**config.mk**
```make
export PLATFORM = sky130hd
export DESIGN_NAME = demux_lane_scheduler
export DESIGN_NICKNAME = d
export VERILOG_FILES = /design/src/rtl/demux_lane_scheduler.sv
export SDC_FILE = /design/constraint.sdc
export NUM_CORES = 1
export LEC_CHECK = 0
export ABC_AREA = 1
export ABC_CLOCK_PERIOD_IN_PS = 1900
export BUFFER_PORTS_ARGS = -buffer_cell sky130_fd_sc_hd__buf_2
export CAP_MARGIN = 30
export CORE_ASPECT_RATIO = 0.8
export CORE_MARGIN = 2
export CORE_UTILIZATION = 49
export CTS_BUF_LIST = sky130_fd_sc_hd__clkbuf_2
export DETAILED_ROUTE_END_ITERATION = 16
export GPL_TIMING_DRIVEN = 1
export PLACE_DENSITY_LB_ADDON = 0.25
export SYNTH_ARGS = -nofsm -noshare
export SYNTH_HDL_FRONTEND = slang
export SYNTH_SLANG_ARGS = --single-unit
```
**constraint.sdc**
```tcl
create_clock -name clk -period 1.9 [get_ports clk]
set_input_delay 0.38 -clock clk [delete_from_list [all_inputs] [get_ports clk]]
set_output_delay 0.38 -clock clk [all_outputs]
set_load 0.01 [all_outputs]
```
**src/rtl/demux_lane_scheduler.sv**
```systemverilog
// demux_lane_scheduler: stripes a byte stream alternately across two demux lanes.
// A paused target lane stalls the whole stream, so byte order is preserved.
// An enable/flush FSM makes sure the stream only stops on a lane-pair boundary.
// Completed lane pairs are counted for link monitoring.
module demux_lane_scheduler #(
    parameter int unsigned WIDTH = 8
) (
    input  logic             clk,
    input  logic             reset,
    input  logic             enable,
    input  logic             validIn,
    input  logic [WIDTH-1:0] In0,
    input  logic             pause0,
    input  logic             pause1,
    output logic             ready,
    output logic [WIDTH-1:0] data_out0,
    output logic [WIDTH-1:0] data_out1,
    output logic             outValid0,
    output logic             outValid1,
    output logic             sel,
    output logic             active,
    output logic [7:0]       pair_count
);

    typedef enum logic [1:0] {
        StIdle,
        StActive,
        StFlush
    } state_e;

    state_e state_q;
    state_e state_d;
    logic   accept;
    logic   sel_d;
    logic   sel_paused;

    // Handshake: only the selected lane's pause can hold the stream.
    always_comb begin
        sel_paused = sel ? pause1 : pause0;
        ready      = (state_q != StIdle) && !sel_paused;
        accept     = validIn && ready;
        sel_d      = sel ^ accept;
    end

    // Next state is decided on the post-accept lane select, so dropping enable
    // on the cycle that completes a pair goes straight to idle.
    always_comb begin
        state_d = state_q;
        case (state_q)
            StIdle: begin
                if (enable) begin
                    state_d = StActive;
                end
            end
            StActive: begin
                if (!enable) begin
                    state_d = sel_d ? StFlush : StIdle;
                end
            end
            StFlush: begin
                if (enable) begin
                    state_d = StActive;
                end else if (!sel_d) begin
                    state_d = StIdle;
                end
            end
            default: state_d = StIdle;
        endcase
    end

    // State register and all registered outputs; reset wins over every input.
    always_ff @(posedge clk) begin
        if (reset) begin
            state_q    <= StIdle;
            sel        <= 1'b0;
            active     <= 1'b0;
            pair_count <= 8'd0;
            outValid0  <= 1'b0;
            outValid1  <= 1'b0;
            data_out0  <= '0;
            data_out1  <= '0;
        end else begin
            state_q   <= state_d;
            active    <= (state_d != StIdle);
            sel       <= sel_d;
            outValid0 <= accept && !sel;
            outValid1 <= accept && sel;
            if (accept && !sel) begin
                data_out0 <= In0;
            end
            if (accept && sel) begin
                data_out1  <= In0;
                // Lane 1 byte closes the pair; counter wraps silently.
                pair_count <= pair_count + 8'd1;
            end
        end
    end

endmodule
```
-- After elaboration in Yosys (flattened, before gate mapping)
Index checks and enable logic that the tools add are counted.
- add/sub/neg operators: 1
- equality and inequality tests: 2
- multiplexer cells: 7
- bitwise logic cells: 1
- reductions and logical operators: 9
- operators by type and width (operator ; number):
    $mux 2 ; 5
    $add 8x1->8 const B ; 1
    $pmux 2 s3 ; 1
    $logic_and 1x1->1 ; 4
    $reduce_bool 2->1 ; 2
    $eq 2x1->1 const B ; 1
    $eq 2x2->1 const B ; 1
    $logic_not 1->1 ; 2
    $logic_not 2->1 ; 1
    $mux 1 ; 1
    $xor 1x1->1 ; 1
- register bits: 30
- input bits: 14
- output and inout bits: 29
- logic and storage cells: 28

-- Longest topological paths before layout
- depth after elaboration: 9
- depth in mapped cells: 9
- gate-level depth less buffers: 9

-- Worst setup path before layout
Ideal clock, no wire load.
- path type: register to register
- start point: register sel
- end point: register pair_count[5]
- setup time: 0.115 ns
- arrival time: 1.427 ns
- required time: 1.785 ns
- path slack: 0.358 ns
- cell stages (with the launch flop): 9
- buffers on the path: 0
- path through: dfxtp_1 > o21ai_0 > nor3b_1 > ha_1 > nand2_1 > nor2_4 > nand3_1 > nand2_1 > nor2_1
- longest elaborated chain between the ends: 5
- ends and longest elaborated chain (element ; line ; source):
    start: declaration ; 20 ; output logic sel,
    start signal: assignment ; 85 ; sel <= sel_d;
    $mux 1 ; 39 ; sel_paused = sel ? pause1 : pause0;
    $logic_not 1->1 ; 40 ; ready = (state_q != StIdle) && !sel_paused;
    $logic_and 1x1->1 ; 40 ;
    $logic_and 1x1->1 ; 41 ; accept = validIn && ready;
    $logic_and 1x1->1 * ; 91 ; if (accept && sel) begin
    end signal: assignment ; 94 ; pair_count <= pair_count + 8'd1;
    end: declaration ; 22 ; output logic [7:0] pair_count
Every way passes the cells marked *; elsewhere a longest branch is shown, timed or not.
A chain may end at the register's enable or synchronous reset.

-- Worst setup path after layout
Ends and elaborated chain as after synthesis.

==> results.yml <==
routing:
  wl_per_cell_um: 10.7
  firstDrtPassIters: 4
  via_count: 1070
  drtAntennaViolNets: 0
  viasPerCell: 4.86
  drtIter0Drc: 49
  routed_wl_mm: 2.36
  drc: 0
clock_network:
  numCtsBuffers: 5
  clock_latency_ns: 0.34
  path_clk_slew_ns: 0.14
  cts_tree: "built"
  cts_root_buf: "clkbuf_2"
  clock-sinks: 30
  htree_levels: 2
  clockBufferDepth: 2
placement:
  placedCellCount: 212
  port_buffers: 42
  pre_cts_slack_ns: 0.0153
  place.gp.congestion: 0.804
  dp_hpwl_mm: 1.78
sta:
  rsz0062_at_grt: "no"
  clock_skew_ns: 0.00848
  drv_slew: 0
  finalCritPeriodShare_pct: 87.2
  tightest_slew_ns: 0.324
  setup_viol: 0
  clock.fmax_mhz: 603
  tns_ns: 0
  min_period_ns: 1.66
  hold_viol: 0
  slew_headroom_pct: 78.4
  whs_ns: 0.274
  worst_slack_ns: 0.242
cells_and_area:
  fin_nets: 211
  final_cells: 220
  drive_gt1_share_pct: 29.2
  diodes: 0
  layout-area-overhead-vs-synth_pct: 26.3
  layout_common_cells: "nor2_1 (51), buf_2 (42), dfxtp_1 (30), o21ai_0 (20), nand2_1 (18)"
  final_common_cell: "nor2_1"
synth:
  synth.net_count: 162
  netlist-cell-type-count: 14
  synth_top_area_cell: "dfxtp_1"
  syn_inst: 145
  avgSynthCellArea_um2: 7.71
  ys_seq_elements: 30
  synth-seq-area-share_pct: 53.7
  synthTopCellsByArea: "dfxtp_1 (54%), nor2_1 (17%), o21ai_0 (8.9%)"
  synth_warnings: 0
  yosysTopAreaCellShare_pct: 53.7
  mappedNetlistArea_um2: 1120
worst_hold_path:
  min_from: "In0[1]"
  hp-class: "in -> reg"
worst_setup_path:
  path_cells: "o21ai_0 -> nor3b_2 -> ha_2 -> nand2_1 -> nor2_4 -> nand3_1 -> nand2_1 -> nor2_1"
  reg2reg_slack_ns: 0.24
  cp_max_fo: 7
  crit_start: "sel$_SDFF_PP0_"
  cp.arrival_ns: 1.90
  critPathMostFrequentCell: "nand2_1"
  worst_path_max_delay_cell: "dfxtp_1"
  reg2reg_from: "sel$_SDFF_PP0_"
  critical_path_class: "reg -> reg"
  cp.required_ns: 2.14
  end_kind: "register"
  worstSetupStartpointType: "register"
  slowest_delay_ns: 0.42
floorplan:
  die-area_um2: 2680
  die_h_um: 46.7
  top_level_ports: 43
  rows: 15
  initial_core_util_pct: 51.8
  core_um2: 2160
  die_w_um: 57.4
global_routing:
  grt_max_degree: 25
  grt_pass1_wl_mm: 3.68
  grt_overflow: 0
  antenna_found_initial: 0
  track_usage_pct: 19.0
  grt_pass1_vias: 871
power:
  p_per_area_nw_per_um2: 707
  finalPower_mw: 0.998
  vdd_drop_max_v: 0.000484
  p_leak_nw: 0.745
outcome:
  status: "completed"
job:
  maxCapViolations: 0
==> state kept, by name, indices dropped and copies added (netlist names) <==
name and count:
data_out1 8, data_out0 8, outValid1 1, outValid0 1, sel 1, active 1, state_q 2, pair_count 8
==> Yosys cell counts (all sizes together) <==
cell,count
a21oi,4
buf,3
clkinv,1
dfxtp,30
ha,3
inv,8
nand2,18
nand3,4
nor2,53
nor3b,1
o21ai,20
==> kinds of logic (layout without fill, tap and decap cells) <==
group,after synthesis,in the layout,synth area share [%]
DFF,30,30,53.7
adders and majority gates,3,3,3.36
and+or+nand+nor,76,76,27.6
buffers and inverters,12,62,4.59
AOI/OAI and AO/OA,24,24,10.7
==> report_power, final <==
part           switching (mW)  total, mW  leakage, nW  internal (mW)
Sequential            0.00591      0.648        0.243          0.642
Combinational          0.0419     0.0725        0.477         0.0306
Clock                   0.199      0.278       0.0255         0.0786
Total                   0.247      0.998        0.745          0.751
==> metal layers <==
layer	up-vias	wire length, um	global-route usage (%)
met3	2	216	9.64
li1	558	-	-
met4	0	19	8.37
met2	39	1050	29.5
met1	471	1070	22.5
met5	-	0	0
==> final timing paths <==
| check | end | cells after the start |
|---|---|---|
| setup / recovery | pair_count[5]$_SDFFE_PP0P_ | 8 |
| hold / removal | data_out1[1]$_SDFFE_PP0P_ | 3 |
| setup reg to reg | pair_count[5]$_SDFFE_PP0P_ | 8 |
| hold reg to reg | data_out0[2]$_SDFFE_PP0P_ | 2 |
==> critical path: cells and delay by family (launching register included) <==
family	cells	cell delay, ns
adders and majority gates	1	0.30
AOI/OAI and AO/OA	1	0.16
and+or+nand+nor	6	0.69
DFF	1	0.42
==> metrics by stage <==
step           area (um^2)  utilization (%)
2_1_floorplan         1120                -
6_report              1410             65.4
3_5_place_dp          1370             63.2
3_3_place_gp          1370             63.2
5_1_grt               1410             65.4
4_1_cts               1400             64.9
==> area by class of cell <==
cell class / instances / area (um^2)
Clock buffer: 5 / 25.0
Inverter: 9 / 37.5
Multi-Input combinational cell: 103 / 474
Fill cell: 197 / 746
Sequential cell: 30 / 601
Clock inverter: 3 / 11.3
Timing Repair Buffer: 45 / 233
Tap cell: 25 / 31.3
==> timing repair <==
item	4_1_cts	5_1_grt
hold endpoints to repair	0	0
resized for setup	0	3
buffers inserted	0	0
hold buffers	0	0
endpoints found under the setup margin	0	11
Note: power is estimated with default switching activity, not from simulation.
